<file path="src/rtl/pb_program_loader.sv">
// Serial program loader for the KCPSM3 program ROM: parses framed UART bytes into
// 18-bit instructions, writes them through the ROM load port and holds the core in reset.
module pb_program_loader #(
  parameter int unsigned TIMEOUT_CYCLES = 1000000,
  parameter logic [7:0]  HEADER_BYTE    = 8'h5A
) (
  input  logic        CLK,
  input  logic        RESET,
  input  logic [7:0]  RX_DATA,
  input  logic        RX_VALID,
  output logic [9:0]  LOAD_ADDRESS,
  output logic [17:0] LOAD_INSTRUCTION,
  output logic        LOAD_WE,
  output logic        PB_RESET,
  output logic        BUSY,
  output logic        DONE,
  output logic        ERROR
);

  localparam int unsigned TW = (TIMEOUT_CYCLES < 2) ? 1 : $clog2(TIMEOUT_CYCLES + 1);
  localparam logic [TW-1:0] TMO_LAST = TW'(TIMEOUT_CYCLES - 1);

  typedef enum logic [3:0] {
    S_IDLE, S_CNT_H, S_CNT_L, S_B0, S_B1, S_B2, S_CKSUM, S_DONE, S_ERR
  } state_t;

  state_t        state_q;
  logic [7:0]    sum_q;
  logic [10:0]   word_q;
  logic [9:0]    last_q;
  logic [1:0]    cnt_h_q;
  logic [7:0]    b0_q;
  logic [7:0]    b1_q;
  logic [TW-1:0] tmo_q;
  logic [9:0]    load_addr_q;
  logic [17:0]   load_instr_q;
  logic          load_we_q;
  logic          pb_reset_q;
  logic          busy_q;
  logic          done_q;
  logic          error_q;

  logic [7:0]  sum_d;
  logic [17:0] instr_d;
  logic        last_word_s;
  logic        timing_s;
  logic        tmo_hit_s;

  // Running checksum, instruction assembly and timeout detection
  always_comb begin
    sum_d       = sum_q + RX_DATA;
    instr_d     = {b0_q[1:0], b1_q, RX_DATA};
    last_word_s = (word_q == {1'b0, last_q});
    timing_s    = (state_q != S_IDLE) && (state_q != S_DONE) && (state_q != S_ERR);
    tmo_hit_s   = timing_s && !RX_VALID && (tmo_q == TMO_LAST);
  end

  // Frame parser FSM with all outputs registered
  always_ff @(posedge CLK) begin
    if (RESET) begin
      state_q      <= S_IDLE;
      sum_q        <= 8'h00;
      word_q       <= 11'd0;
      last_q       <= 10'd0;
      cnt_h_q      <= 2'd0;
      b0_q         <= 8'h00;
      b1_q         <= 8'h00;
      tmo_q        <= '0;
      load_addr_q  <= 10'd0;
      load_instr_q <= 18'd0;
      load_we_q    <= 1'b0;
      pb_reset_q   <= 1'b0;
      busy_q       <= 1'b0;
      done_q       <= 1'b0;
      error_q      <= 1'b0;
    end else begin
      load_we_q <= 1'b0;
      done_q    <= 1'b0;
      // A byte arriving on the limit cycle wins over the timeout
      if (RX_VALID || !timing_s) begin
        tmo_q <= '0;
      end else begin
        tmo_q <= tmo_q + TW'(1);
      end

      if (tmo_hit_s) begin
        state_q <= S_ERR;
        error_q <= 1'b1;
        busy_q  <= 1'b0;
      end else begin
        case (state_q)
          S_IDLE: begin
            if (RX_VALID && (RX_DATA == HEADER_BYTE)) begin
              state_q    <= S_CNT_H;
              error_q    <= 1'b0;
              busy_q     <= 1'b1;
              pb_reset_q <= 1'b1;
              sum_q      <= 8'h00;
              word_q     <= 11'd0;
            end else begin
              state_q <= S_IDLE;
            end
          end
          S_CNT_H: begin
            if (RX_VALID) begin
              if (RX_DATA[7:2] != 6'd0) begin
                state_q <= S_ERR;
                error_q <= 1'b1;
                busy_q  <= 1'b0;
              end else begin
                cnt_h_q <= RX_DATA[1:0];
                sum_q   <= sum_d;
                state_q <= S_CNT_L;
              end
            end else begin
              state_q <= S_CNT_H;
            end
          end
          S_CNT_L: begin
            if (RX_VALID) begin
              last_q  <= {cnt_h_q, RX_DATA};
              sum_q   <= sum_d;
              state_q <= S_B0;
            end else begin
              state_q <= S_CNT_L;
            end
          end
          S_B0: begin
            if (RX_VALID) begin
              b0_q    <= RX_DATA;
              sum_q   <= sum_d;
              state_q <= S_B1;
            end else begin
              state_q <= S_B0;
            end
          end
          S_B1: begin
            if (RX_VALID) begin
              b1_q    <= RX_DATA;
              sum_q   <= sum_d;
              state_q <= S_B2;
            end else begin
              state_q <= S_B1;
            end
          end
          S_B2: begin
            if (RX_VALID) begin
              load_addr_q  <= word_q[9:0];
              load_instr_q <= instr_d;
              load_we_q    <= 1'b1;
              sum_q        <= sum_d;
              word_q       <= word_q + 11'd1;
              state_q      <= last_word_s ? S_CKSUM : S_B0;
            end else begin
              state_q <= S_B2;
            end
          end
          S_CKSUM: begin
            if (RX_VALID) begin
              busy_q <= 1'b0;
              if (sum_d == 8'h00) begin
                state_q    <= S_DONE;
                done_q     <= 1'b1;
                pb_reset_q <= 1'b0;
              end else begin
                state_q <= S_ERR;
                error_q <= 1'b1;
              end
            end else begin
              state_q <= S_CKSUM;
            end
          end
          S_DONE:  state_q <= S_IDLE;
          S_ERR:   state_q <= S_IDLE;
          default: state_q <= S_IDLE;
        endcase
      end
    end
  end

  assign LOAD_ADDRESS     = load_addr_q;
  assign LOAD_INSTRUCTION = load_instr_q;
  assign LOAD_WE          = load_we_q;
  assign PB_RESET         = pb_reset_q;
  assign BUSY             = busy_q;
  assign DONE             = done_q;
  assign ERROR            = error_q;

endmodule

</file>
<file path="config.mk">
export PLATFORM = sky130hd
export DESIGN_NAME = pb_program_loader
export DESIGN_NICKNAME = d
export VERILOG_FILES = /design/src/rtl/pb_program_loader.sv
export SDC_FILE = /design/constraint.sdc
export NUM_CORES = 1
export LEC_CHECK = 0
export CAP_MARGIN = 20
export CORE_AREA = 2 2 111 86
export DETAILED_ROUTE_END_ITERATION = 10
export DIE_AREA = 0 0 113 88
export PLACE_DENSITY = 0.74
export SLEW_MARGIN = 15
export SYNTH_ARGS = -nofsm -noshare
export SYNTH_HDL_FRONTEND = slang
export SYNTH_SLANG_ARGS = --single-unit
</file>
<file path="constraint.sdc">
create_clock -name CLK -period 3.3 [get_ports CLK]
set_clock_uncertainty 0.2 [all_clocks]
set_input_delay 0.33 -clock CLK [delete_from_list [all_inputs] [get_ports CLK]]
set_output_delay 0.33 -clock CLK [all_outputs]
set_load 0.02 [all_outputs]
</file>
; ---- Yosys cells after proc, flatten, opt, wreduce, memory -nomap -nowiden
; Index checks and enable logic that the tools add are counted.
[classes]
mux = 37
bitwise_logic = 5
addsub = 3
reduce_logical = 32
eq_ne = 24
[ops]
columns = cell, count
row1 = two-way mux 8 bit, 4
row2 = one-hot mux 4 bit (7 select lines), 1
row3 = one-hot mux 8 bit (3 select lines), 1
row4 = two-way mux 11 bit, 2
row5 = one-hot mux 11 bit (2 select lines), 1
row6 = adder 20 x 1 -> 20 bit (second input constant), 1
row7 = equality test 20 bit (second input constant), 1
row8 = two-way mux 4 bit, 5
row9 = two-way mux 1 bit, 17
row10 = != test 3 bit (second input constant), 5
row11 = != test 2 bit (second input constant), 7
row12 = equality test 4 x 3 -> 1 bit (second input constant), 3
row13 = AND reduction 3 bit, 4
row14 = AND reduction 6 bit, 2
row15 = adder 11 x 1 -> 11 bit (second input constant), 1
row16 = equality test 11 x 10 -> 1 bit, 1
row17 = AND reduction 5 bit, 2
row18 = two-way mux 3 bit, 3
row19 = adder 8 bit, 1
row20 = equality test 4 x 2 -> 1 bit (second input constant), 2
row21 = equality test 8 x 7 -> 1 bit (second input constant), 1
row22 = zero test 8 bit, 1
row23 = AND reduction 4 bit, 2
row24 = nonzero test 4 bit, 2
row25 = other kinds (17), 31
[word_totals]
out_inout_bits = 33
inputBits = 11
wordCells = 117
regBits = 98

; ---- Longest topological paths before layout
; Gate-level depths: netlist (run 1).
[depth]
word_depth = 7
mapped_depth = 8

; ---- Least setup slack after synthesis (run 1)
; No wires, ideal clock.
[synth_path]
path_type = input-to-reg
startpoint = input port RX_DATA[0]
endpoint = register error_q (netlist: ERROR)
t_required_ns = 2.954
cell_stages = 8
t_arrival_ns = 2.582
path_slack_ns = 0.372
path_buffers = 0
cell_sequence = ha_1 -> fa_1 -> a211oi_1 -> nor2_1 -> xor2_1 -> or3b_2 -> nor4_1 -> o31ai_1
[synth_between]
elab_chain_cells = 4
elab_cells_between_ends = 7
[synth_rtl]
columns = element, line_no
row1 = start: declaration, 9  ; input logic [7:0] RX_DATA,
row2 = adder 8 bit or equality test 8 x 7 -> 1 bit (tied branches), "51, 93"
row3 = zero test 8 bit or logical AND 1 bit (tied branches), "161, 93"
row4 = != test 3 bit (no source line), -
row5 = AND reduction 6 bit (no source line) (*), -
row6 = end signal: assignment, 75  ; error_q <= 1'b0;
row7 = end signal: assignment, 88  ; error_q <= 1'b1;
row8 = end signal: assignment, 167  ; error_q <= 1'b1;
row9 = end: declaration, 41  ; logic error_q;
; Mark *: on every way between the ends. The rest lies on a longest branch, timed or not.
; A chain may end at the register's enable or synchronous reset.

; ---- Final worst setup path (run 1)
[layout_path]
startpoint = input port RX_DATA[0]
endpoint = register pb_reset_q (netlist: PB_RESET)
[layout_between]
elab_chain_cells = 4
elab_cells_between_ends = 7
[layout_rtl]
columns = element, line_no
row1 = adder 8 bit or equality test 8 x 7 -> 1 bit (tied branches), "51, 93"
row2 = zero test 8 bit or logical AND 1 bit (tied branches), "161, 93"
row3 = != test 2 bit (no source line), -
row4 = AND reduction 5 bit (no source line) (*), -
row5 = end signal: assignment, 72  ; pb_reset_q <= 1'b0;
row6 = end signal: assignment, 97  ; pb_reset_q <= 1'b1;
row7 = end signal: assignment, 164  ; pb_reset_q <= 1'b0;
row8 = end: declaration, 38  ; logic pb_reset_q;
; Marked as above.

==> impl_metrics.json, run 1 <==
{
  "post_synth.cell_area_avg_um2": 8.45,
  "reg2reg_to": "PB_RESET",
  "yosysTopAreaCell": "dfxtp_1",
  "row_count": 30,
  "startpoint": "RX_DATA[0]",
  "portBuffers": 43,
  "ctsResizeCount": 0,
  "initial_utilization_pct": 49.2,
  "gr-usage-all-layers_pct": 21.6,
  "p_leak_nw": 1.87,
  "gp_congestion": 0.909,
  "rsz0062_at_grt": "false",
  "die-height_um": 88,
  "dieArea_um2": 9940,
  "cts_tree": "yes",
  "min_path_type": "in2reg",
  "synthTopCellsByCount": "dfxtp_1 (98), nand2_1 (84), nor2_1 (73), a21oi_1 (46), xor2_1 (26)",
  "seq_area_frac_synth_pct": 45.0,
  "rr_startpoint": "sum_q[0]",
  "setup_viol": 0,
  "critPathKind": "in2reg",
  "max-slew-margin-rel_pct": 48.0,
  "synth_cells": 516,
  "clock_latency_ns": 0.35,
  "cts_buffer_depth": 2,
  "violations": "design-rule violations",
  "ys_seq_elements": 98,
  "drt_iter0_drc": 200,
  "place_area_um2": 4950,
  "final_area_um2": 5270,
  "grt_pass1_wl_mm": 16.8,
  "boundaryPins": 44,
  "r2r_slack_ns": 0.45,
  "synth_top_area_share_pct": 45.0,
  "wire_per_inst_um": 14.8,
  "worst_setup_path_end_kind": "flip-flop",
  "max_freq_mhz": 333,
  "crit_required_ns": 3.30,
  "postCtsSetupRepairBufs": 0,
  "p_per_area_nw_per_um2": 456,
  "diodes": 0,
  "worstSetupStartpointType": "input pin",
  "yosys_most_used_dff": "dfxtp_1",
  "nets": 583,
  "synth.most_common_cell": "dfxtp_1",
  "path_clk_slew_ns": 0.06,
  "pre_cts_slack_ns": -0.0507,
  "drcViolationCount": 2,
  "ctsHoldBuffers": 0,
  "crit_end": "PB_RESET",
  "arrival_ns": 3.00,
  "cts.sinks": 98,
  "async_flop_share_pct": 0,
  "coreArea_um2": 8860,
  "outcome": "finished with violations",
  "drive_above_1_share_pct": 7.23,
  "syn_to_final_growth_pct": 20.8,
  "grt_start_max_net_pins": 61,
  "layout_setup_ws_ns": 0.299,
  "min_period_ns": 3.00,
  "power_w": 0.00240,
  "routed_wl_mm": 10.1,
  "hpwlAfterDp_mm": 7.16,
  "h-tree-depth": 3,
  "hold_viol_final": 0,
  "antenna_found_initial": 0,
  "synth_fp_nets": 537,
  "synth_edf_count": 0,
  "peakVddDrop_mv": 0.297,
  "cap_violations": 0,
  "ant_nets": 0,
  "syn_area_um2": 4360,
  "grt_overflow": 0,
  "yosys_warnings": 0,
  "grt_pass1_vias": 3447,
  "synth_area_leaders": "dfxtp_1 (45%), nand2_1 (7.2%), nor2_1 (6.3%)",
  "reg2reg_depth": 9,
  "die_width_um": 113,
  "cp_max_fo": 6,
  "period_share_pct": 90.9,
  "vias_per_cell": 5.50,
  "root_buffer": "clkbuf_16",
  "postLayoutCoreUtil_pct": 59.4,
  "numCtsBuffers": 9,
  "worst_slew_pin_slew_ns": 0.773,
  "final-max-slew-violation-count": 0,
  "yosysUniqueCellTypes": 46,
  "via_count": 3734,
  "first_pass_iters": 9
}
==> logic make-up after synthesis <==
kind of cell | Yosys count | share of synthesized area, %
DFF | 98 | 45.0
adders and majority gates | 10 | 3.04
muxes | 22 | 5.05
AOI/OAI and AO/OA | 78 | 10.7
xor gates and xnor gates | 45 | 9.04
and+or+nand+nor | 232 | 24.3
buffers and inverters | 31 | 2.84
==> cells in the final DEF, fill, tap and decap left out, drive strengths merged, types with 2 or more instances in the layout <==
| cell type | synthesis | layout |
|---|---|---|
| clkbuf | 25 | 10 |
| a31o | 2 | 2 |
| nand4 | 10 | 10 |
| clkinvlp | 0 | 2 |
| and2 | 3 | 3 |
| o211ai | 2 | 2 |
| nor2b | 2 | 2 |
| xnor2 | 19 | 19 |
| o21ai | 8 | 8 |
| nor4b | 2 | 2 |
| a21o | 3 | 3 |
| nand2 | 84 | 84 |
| or3 | 5 | 5 |
| dfxtp | 98 | 98 |
| and4 | 3 | 3 |
| nor4 | 4 | 4 |
| o31a | 2 | 2 |
| nor3 | 8 | 8 |
| mux2i | 22 | 22 |
| or4 | 2 | 2 |
| nor2 | 73 | 73 |
| o31ai | 3 | 3 |
| a211oi | 4 | 4 |
| and3 | 8 | 8 |
| inv | 5 | 7 |
| clkdlybuf4s50 | 0 | 42 |
| ha | 9 | 9 |
| xor2 | 26 | 26 |
| a21oi | 46 | 46 |
| nand3 | 23 | 23 |
| buf | 1 | 19 |
==> layer usage <==
metal	vias to the layer above	part of all wire, %	routed length, um	GRT usage, %
met1	1762	48	4810	30.0
met3	6	6.0	600	6.09
met2	105	46	4590	33.4
met5	-	0	0	0
met4	0	0.64	64	5.43
li1	1861	-	-	-
==> worst min-delay path by stage <==
stage	startpoint	end	slack (ns)	depth (start not counted)
after detailed placement	b1_q[2]	LOAD_INSTRUCTION[10]	0.25	2
after floorplan	tmo_q[0]	tmo_q[0]	0.23	1
final	RESET	state_q[3]	0.17	4
after global routing	RESET	state_q[3]	0.22	4
after global placement	tmo_q[0]	tmo_q[0]	0.24	1
after CTS	RESET	state_q[3]	0.16	4
==> per-stage QoR <==
stage                     TNS [ns]  instances  hold slack, ns
final                            0        679           0.167
after global routing             0        679           0.223
after CTS                        0        679           0.157
after detailed placement    -0.184        663           0.246
after global placement           0        663           0.239
after floorplan                  0        516           0.230
==> where the power goes <==
| group | switching, W | leakage [nW] | internal [W] |
|---|---|---|---|
| sequential | 0.00000717 | 0.789 | 0.00119 |
| clock | 0.000470 | 0.147 | 0.000617 |
| combinational | 0.0000770 | 0.932 | 0.0000458 |
| total | 0.000554 | 1.87 | 0.00185 |
==> state kept, by name, indices dropped and copies added, names as in the netlist <==
name              count
sum_q                 8
LOAD_WE               1
LOAD_ADDRESS         10
word_q               11
LOAD_INSTRUCTION     18
BUSY                  1
cnt_h_q               2
DONE                  1
tmo_q                20
ERROR                 1
state_q               4
b1_q                  8
last_q               10
b0_q                  2
PB_RESET              1
==> cell type report <==
| cell class | count | area, um2 |
|---|---|---|
| repair buffers | 61 | 561 |
| well taps | 112 | 140 |
| inverters | 5 | 18.8 |
| clock buffers | 10 | 239 |
| clock inverters | 6 | 73.8 |
| flip-flops and latches | 98 | 1960 |
| multi-input cells | 387 | 2270 |
| fillers | 774 | 3590 |
==> critical path, stage by stage <==
cell             delay (ns)
clkdlybuf4s50_1        0.44
ha_1                   0.26
fa_1                   0.39
a211oi_1               0.30
nor2_1                 0.10
xor2_1                 0.17
or3b_2                 0.48
nor4_1                 0.26
buf_4                  0.20
a211oi_1               0.07
Power figures use the tool's default switching activity.
==> inputs of run 2 (changes only) <==
Settings changed: CTS_BUF_LIST set to sky130_fd_sc_hd__clkbuf_8, HOLD_SLACK_MARGIN set to 0.08.
==> impl_metrics.json, run 2 (same netlist as run 1, synthesis figures left out) <==
{
  "grt_overflow": 0,
  "max_freq_mhz": 336,
  "min_period_ns": 2.97,
  "wire_per_inst_um": 14.9,
  "drive_above_1_share_pct": 7.23,
  "cp.depth": 10,
  "vias_per_cell": 5.48,
  "hpwlAfterDp_mm": 7.16,
  "cp_max_fo": 6,
  "fin_cells": 679,
  "worstSetupStartpointType": "input pin",
  "period_share_pct": 90.1,
  "die_width_um": 113,
  "ctsResizeCount": 0,
  "antenna_found_initial": 0,
  "worst_setup_path_end_kind": "flip-flop",
  "die-height_um": 88,
  "first_pass_iters": 10,
  "p_per_area_nw_per_um2": 414,
  "path_cells": "clkdlybuf4s50_1 > ha_1 > fa_1 > a211oi_1 > nor2_1 > xor2_1 > or3b_2 > nor4_1 > buf_4 > a211oi_1",
  "fill_cells": 792,
  "layout_common_cells": "dfxtp_1 (98), nand2_1 (84), nor2_1 (73)",
  "diodes": 0,
  "cp_num_buf_inv": 2,
  "clock_latency_ns": 0.38,
  "worst_slew_pin_slew_ns": 0.770,
  "boundaryPins": 44,
  "syn_to_final_growth_pct": 18.5,
  "min_path_type": "in2reg",
  "arrival_ns": 3.01,
  "max-slew-margin-rel_pct": 48.3,
  "setup_viol": 0,
  "grt_start_max_net_pins": 61,
  "initial_utilization_pct": 49.2,
  "critPathKind": "in2reg",
  "root_buffer": "clkbuf_8",
  "peakVddDrop_mv": 0.294,
  "busiest_layer": "met2",
  "grtUsageMet3_pct": 5.81,
  "final-max-slew-violation-count": 0,
  "numPlacedInstances": 663,
  "reg2reg_depth": 9,
  "drcViolationCount": 2,
  "largest_register_ffs": 20,
  "regMostFlops": "tmo_q",
  "grt_use_met1_pct": 29.7,
  "cpLargestDelayFamily": "simple AND/OR/NAND/NOR gates",
  "coreArea_um2": 8860,
  "p_leak_nw": 1.82,
  "crit_required_ns": 3.34,
  "via_count": 3721,
  "gr-usage-all-layers_pct": 21.4,
  "hold_depth": 4,
  "r2r_slack_ns": 0.43,
  "ctsHoldBuffers": 0,
  "row_count": 30,
  "cts_buffer_depth": 2,
  "cpPeakStageDelay_ns": 0.48,
  "postCtsSetupRepairBufs": 0,
  "slowest_stage": "or3b_2",
  "cts_tree": "yes",
  "path_clk_slew_ns": 0.09,
  "pre_cts_slack_ns": -0.0507,
  "drt_iter0_drc": 209,
  "dieArea_um2": 9940,
  "gp_congestion": 0.909,
  "violations": "design-rule violations",
  "routed_wl_mm": 10.1,
  "numCtsBuffers": 9,
  "layout_setup_ws_ns": 0.326,
  "rsz0062_at_grt": "false",
  "portBuffers": 43,
  "hold_viol_final": 0,
  "mostFrequentLayoutCell": "dfxtp_1",
  "nets": 583,
  "cts.sinks": 98,
  "cp_common_cell": "a211oi_1",
  "outcome": "finished with violations",
  "ant_nets": 0,
  "grt_pass1_wl_mm": 16.7,
  "grt_pass1_vias": 3445,
  "cap_violations": 0,
  "h-tree-depth": 3,
  "met2_usage_pct": 33.3
}
==> run 2: metrics by stage <==
step / power [W] / area, um2 / utilization (%) / hold slack, ns / TNS [ns]
floorplan: 0.00129 / 4360 / - / 0.230 / 0
global placement: 0.00134 / 4950 / 55.9 / 0.239 / 0
detailed placement: 0.00134 / 4950 / 55.9 / 0.246 / -0.184
CTS: 0.00216 / 5160 / 58.3 / 0.120 / 0
global route: 0.00221 / 5160 / 58.3 / 0.184 / 0
finish: 0.00214 / 5160 / 58.3 / 0.134 / 0
==> run 2: worst paths after layout <==
path                   startpoint         endpoint
hold / removal              RESET       state_q[3]
hold reg to reg   LOAD_ADDRESS[3]  LOAD_ADDRESS[3]
setup reg to reg         sum_q[0]         PB_RESET
setup / recovery       RX_DATA[0]         PB_RESET
==> run 2: routing by layer <==
layer	share of wire [%]	vias to the layer above	routed length, um
met4	0.79	0	80
met3	5.6	9	566
met5	0	-	0
li1	-	1855	-
met1	49	1753	4990
met2	44	104	4490
==> run 2: worst register-to-register path: cells and delay by family, from the launching register on <==
kind	cells	cell delay (ns)
fa+ha+maj	2	0.61
xor+xnor	1	0.17
buf+inv	1	0.20
compound gates	2	0.37
simple gates	3	0.85
flops	1	0.33
==> run 2: report_power, final <==
group / total, W / internal, W / switching, W
clock: 0.000823 / 0.000380 / 0.000443
combinational: 0.000124 / 0.0000459 / 0.0000778
sequential: 0.00119 / 0.00119 / 0.00000719
==> run 2: layout make-up <==
class                           instances  area (um2)  share of cell area (%)
Multi-Input combinational cell        387        2270                    44.0
Sequential cell                        98        1960                    38.0
Timing Repair Buffer                   61         561                    10.9
Tap cell                              112         140                    2.71
Clock buffer                           10         138                    2.66
Clock inverter                          6        73.8                    1.43
Inverter                                5        18.8                   0.363
==> inputs of run 3 (changes only) <==
Settings changed: ABC_AREA set to 1, CORE_AREA 2 2 111 86 to 2 2 115 89, DIE_AREA 0 0 113 88 to 0 0 117 91, PLACE_DENSITY 0.74 to 0.73, TNS_END_PERCENT set to 50.
==> impl_metrics.json, run 3 <==
{
  "outcome": "finished, final reports clean",
  "vias_per_cell": 5.29,
  "die_width_um": 117,
  "multi_input_comb_area_um2": 2330,
  "reg2reg_depth": 11,
  "busiest_layer": "met1",
  "min_period_ns": 2.59,
  "antenna_found_initial": 0,
  "via_count": 4499,
  "coreArea_um2": 9500,
  "clock_latency_ns": 0.37,
  "hpwlAfterDp_mm": 8.30,
  "setup_viol": 0,
  "ant_nets": 0,
  "place_area_um2": 5230,
  "portBuffers": 43,
  "diodes": 0,
  "hold_path_end": "tmo_q[0]",
  "syn_to_final_growth_pct": 15.8,
  "post_synth.cell_area_avg_um2": 6.94,
  "r2r_slack_ns": 0.87,
  "grt_start_max_net_pins": 44,
  "synthAdderAreaFrac_pct": 2.83,
  "met2_usage_pct": 33.4,
  "cts_tree": "yes",
  "ctsHoldBuffers": 0,
  "synth_top_area_share_pct": 41.8,
  "yosys.area_share.simple_pct": 30.4,
  "setup-tns-final_ns": 0,
  "h-tree-depth": 3,
  "crit_required_ns": 3.34,
  "drt_iter0_drc": 377,
  "synth.most_common_cell": "nand2_1",
  "largest_register_ffs": 20,
  "p_per_area_nw_per_um2": 377,
  "max_freq_mhz": 386,
  "synth_edf_count": 0,
  "final-max-slew-violation-count": 0,
  "max-slew-margin-rel_pct": 42.9,
  "worstSetupStartpointType": "input pin",
  "fill_cells": 913,
  "yosysTopAreaCell": "dfxtp_1",
  "regArea_um2": 1960,
  "numCtsBuffers": 9,
  "first_pass_iters": 5,
  "peakVddDrop_mv": 0.238,
  "critPathKind": "in2reg",
  "cts.sinks": 98,
  "initial_utilization_pct": 49.3,
  "die-height_um": 91,
  "worst_slew_pin_slew_ns": 0.853,
  "async_flop_share_pct": 0,
  "regMostFlops": "tmo_q",
  "cts_buffer_depth": 2,
  "gp_congestion": 0.956,
  "synth_cells": 676,
  "ys_seq_elements": 98,
  "synth_fp_nets": 697,
  "grt_overflow": 0,
  "yosys_warnings": 0,
  "cap_violations": 0,
  "grt_use_met1_pct": 33.4,
  "mostFrequentLayoutCell": "nand2_1",
  "final_area_um2": 5430,
  "seq_area_frac_synth_pct": 41.8,
  "postCtsSetupRepairBufs": 0,
  "cp_max_fo": 4,
  "grt_pass1_vias": 4048,
  "synth_compound_area_share_pct": 13.7,
  "wire_per_inst_um": 13.4,
  "min_path_type": "reg2reg",
  "syn_area_um2": 4690,
  "period_share_pct": 78.6,
  "root_buffer": "clkbuf_8",
  "gr-usage-all-layers_pct": 22.8,
  "reg2reg_to": "PB_RESET",
  "boundaryPins": 44,
  "grt_pass1_wl_mm": 19.3,
  "postLayoutCoreUtil_pct": 57.1,
  "drcViolationCount": 0,
  "nets": 734,
  "rsz0062_at_grt": "false",
  "layout_common_cells": "nand2_1 (140), dfxtp_1 (98), nor2_1 (87)",
  "grtUsageMet3_pct": 5.01,
  "drive_above_1_share_pct": 6.27,
  "synth_top_family_by_area": "simple AND/OR/NAND/NOR gates",
  "p_leak_nw": 2.19,
  "arrival_ns": 2.64,
  "yosys.area_share.xor_xnor_pct": 2.80,
  "routed_wl_mm": 11.4,
  "worst_setup_path_end_kind": "flip-flop",
  "dieArea_um2": 10600,
  "hp-start": "tmo_q[0]",
  "synthTopCellsByCount": "nand2_1 (140), dfxtp_1 (98), nor2_1 (87), inv_1 (73), a21oi_1 (71)",
  "yosys_most_used_dff": "dfxtp_1",
  "synthMuxAreaShare_pct": 0,
  "rr_startpoint": "sum_q[0]",
  "yosysUniqueCellTypes": 34,
  "ctsResizeCount": 0,
  "path_clk_slew_ns": 0.09,
  "synth_area_leaders": "dfxtp_1 (42%), nand2_1 (11%), a21oi_1 (7.6%)",
  "hold_viol_final": 0,
  "hold_depth": 1,
  "row_count": 31
}
run 3: cell types whose count changed in the layout (fill, tap and decap cells not counted), sizes merged, moves of 19 or more:
cell   before  now
a21oi      46   72
inv         7   85
mux2i      22    0
nand2      84  142
nand3      23   42
o21ai       8   50
run 3: worst max-delay path by stage:
stage          endpoint  slack, ns  startpoint
4_1_cts        PB_RESET       0.71  RX_DATA[0]
2_1_floorplan  PB_RESET       1.06  RX_DATA[0]
6_report       PB_RESET       0.71  RX_DATA[0]
5_1_grt           ERROR       0.57  RX_DATA[0]
3_5_place_dp      ERROR       0.32  RX_DATA[0]
3_3_place_gp      ERROR       0.41  RX_DATA[0]
run 3: worst max-delay path, stage by stage:
cell	delay, ns
clkdlybuf4s50_1	0.53
ha_1	0.23
fa_1	0.45
or2_2	0.30
nor2_1	0.11
nand3_1	0.09
nor2_1	0.19
nand3_1	0.16
nand2_1	0.09
nand2_1	0.04
nand2_1	0.05
a21oi_1	0.07
run 3: per-stage QoR:
stage | hold WS (ns) | std cells | total power, W | worst slack [ns]
global placement | 0.226 | 834 | 0.00129 | 0.409
finish | 0.257 | 850 | 0.00205 | 0.706
detailed placement | 0.235 | 834 | 0.00129 | 0.318
CTS | 0.254 | 850 | 0.00208 | 0.711
global route | 0.293 | 850 | 0.00213 | 0.571
floorplan | 0.218 | 676 | 0.00125 | 1.06
run 3: routing by layer:
| layer | vias to the layer above | wire length, um |
|---|---|---|
| li1 | 2269 | - |
| met1 | 2066 | 5660 |
| met2 | 147 | 4810 |
| met3 | 17 | 711 |
| met4 | 0 | 177 |
| met5 | - | 0 |
run 3: cell type report:
type	instances	share of cell area (%)
Inverter	81	5.60
Clock buffer	9	2.28
Clock inverter	7	1.38
Sequential cell	98	36.1
Timing Repair Buffer	48	8.62
Multi-Input combinational cell	475	42.9
Tap cell	132	3.04
run 3: where the power goes:
group	leakage, nW	switching (W)	internal [W]
Clock	0.0981	0.000432	0.000356
Combinational	1.30	0.0000530	0.0000259
Sequential	0.789	0.000000172	0.00118
run 3: cell families (layout without fill, tap and decap cells):
family          after synthesis  in the layout
simple gates                325            325
compound gates              125            125
buf+inv                     103            145
flops                        98             98
xor+xnor                     15             15
fa+ha+maj                    10             10
==> patch, RTL diff (settings of run 1) <==
Register the output `BUSY` once more; this adds one clock of latency there. The other outputs are not delayed to match.
--- a/src/rtl/pb_program_loader.sv
+++ b/src/rtl/pb_program_loader.sv
@@ -182,7 +182,9 @@
   assign LOAD_INSTRUCTION = load_instr_q;
   assign LOAD_WE          = load_we_q;
   assign PB_RESET         = pb_reset_q;
-  assign BUSY             = busy_q;
+  always_ff @(posedge CLK) begin
+    BUSY <= busy_q;
+  end
   assign DONE             = done_q;
   assign ERROR            = error_q;
 
Behaviour: not the same (Yosys sat finds a counterexample within 4 cycles, from zero or initial values and one cycle with RESET high).
==> patch against run 1 <==
- the flow still finishes with violations (DRC)
- sequential cell count rose by 1
- die area unchanged
- critical path type unchanged
- routed wire length decreased by 0.30%
- maximum frequency down 0.80%
- area after synthesis increased by 0.46%
- total power grew 2.9%
- design area rose by 0.62%
- setup slack got worse by 0.024 ns
- non-clock buffer count stayed put
==> patch: results (changes against run 1) <==
Total track usage = 0.213 (-0.00312)
Layout Nets = 584 (+0.17%)
Worst VDD drop = 0.311 mV (+4.9%)
Max FO, Critical Path = 6 (unchanged)
Later-pin clock latency in the skew report = 0.35 ns (about the same)
WHS Endpoint = BUSY
Vias per cell = 5.58 (+1.5%)
DP Worst Slack = -0.0337 ns (+0.0169 ns)
Arr. time, crit path = 3.03 ns (+0.03 ns)
Placed Cells = 664 (+0.15%)
Largest net degree at the start of global routing = 61 (unchanged)
Fill cells = 775 (+0.13%)
First-pass GRT wire length = 16800 um (about the same)
IO Port Bufs = 43 (unchanged)
Clock Power = 1.14 mW (+5%)
Wire per inst = 14.8 um (-0.44%)
Post-synthesis sequential area ratio = 0.453 (+0.00251)
Relative slew margins = 0.508 (+0.0275)
Layout cell share with drive strength beyond 1 = 0.0722 (-0.000127)
Status = finished, violations left
Number of cells on the worst reg-to-reg path = 9 (unchanged)
Ys async rst share = 0 (unchanged)
P_leak = 1.89 nW (+0.98%)
N_diodes = 0 (unchanged)
Worst R2R Setup Slack = 0.44 ns
DRT iter0 DRCs = 237 (+19%)
Routed WL = 10000 um (-0.30%)
Internal cell power = 1.93 mW (+4.3%)
Fmax = 0.331 GHz (-0.80%)
Hold Path Class = flop to flop
Post-cts resize count = 0 (unchanged)
Hold Slack = 0.159 ns (-0.00875 ns)
Commonest cells post-synth = dfxtp_1 (99), nand2_1 (84), nor2_1 (73)
Post-DP Area = 4970 um2 (+0.40%)
Syn_nets = 538 (+0.19%)
Part of the power in the clock network = 0.462 (+0.010)
Hold path depth = 0 (-4)
Vias in the first global route = 3516 (+2.0%)
GPL Wtd Cong = 0.882 (-3.0%)
Initial antenna violation count = 0 (unchanged)
HPWL after detailed placement = 7030 um (-1.8%)
Crit path to = PB_RESET
Failing checks = DRC
Mapped Cells = 517 (+0.19%)
DRC = 3 (+1)
CP top delay family = simple AND/OR/NAND/NOR gates
Top cells by area, synth = dfxtp_1 (45%), nand2_1 (7.2%), nor2_1 (6.3%), a21oi_1 (5.3%), xor2_1 (5.2%)
Pre-Repair DR Iteration Count = 8 (-1)
Worst Hold Launch = busy_q
[patch: changes by cell type after synthesis]
cell and change:
dfxtp_1 +1
[patch: metal layers]
layer,vias to the layer above,wire length (um),track usage
met1,1783,4790,0.291
met4,0,123,0.0610
met3,20,660,0.0616
met5,-,0,0
met2,127,4460,0.330
li1,1866,-,-
[patch: layout make-up]
| cell class | count | area, um2 | area share |
|---|---|---|---|
| flip-flops and latches | 99 | 1980 | 0.374 |
| well taps | 112 | 140 | 0.0264 |
| multi-input cells | 387 | 2270 | 0.429 |
| repair buffers | 61 | 561 | 0.106 |
| clock buffers | 10 | 239 | 0.0451 |
| clock inverters | 6 | 86.3 | 0.0163 |
| inverters | 5 | 18.8 | 0.00354 |
[patch: cell families after synthesis]
group	synth area share
adders and majority gates	0.0303
AOI/OAI and AO/OA	0.106
muxes	0.0503
xor gates and xnor gates	0.0900
and+or+nand+nor	0.242
DFF	0.453
buffers and inverters	0.0283
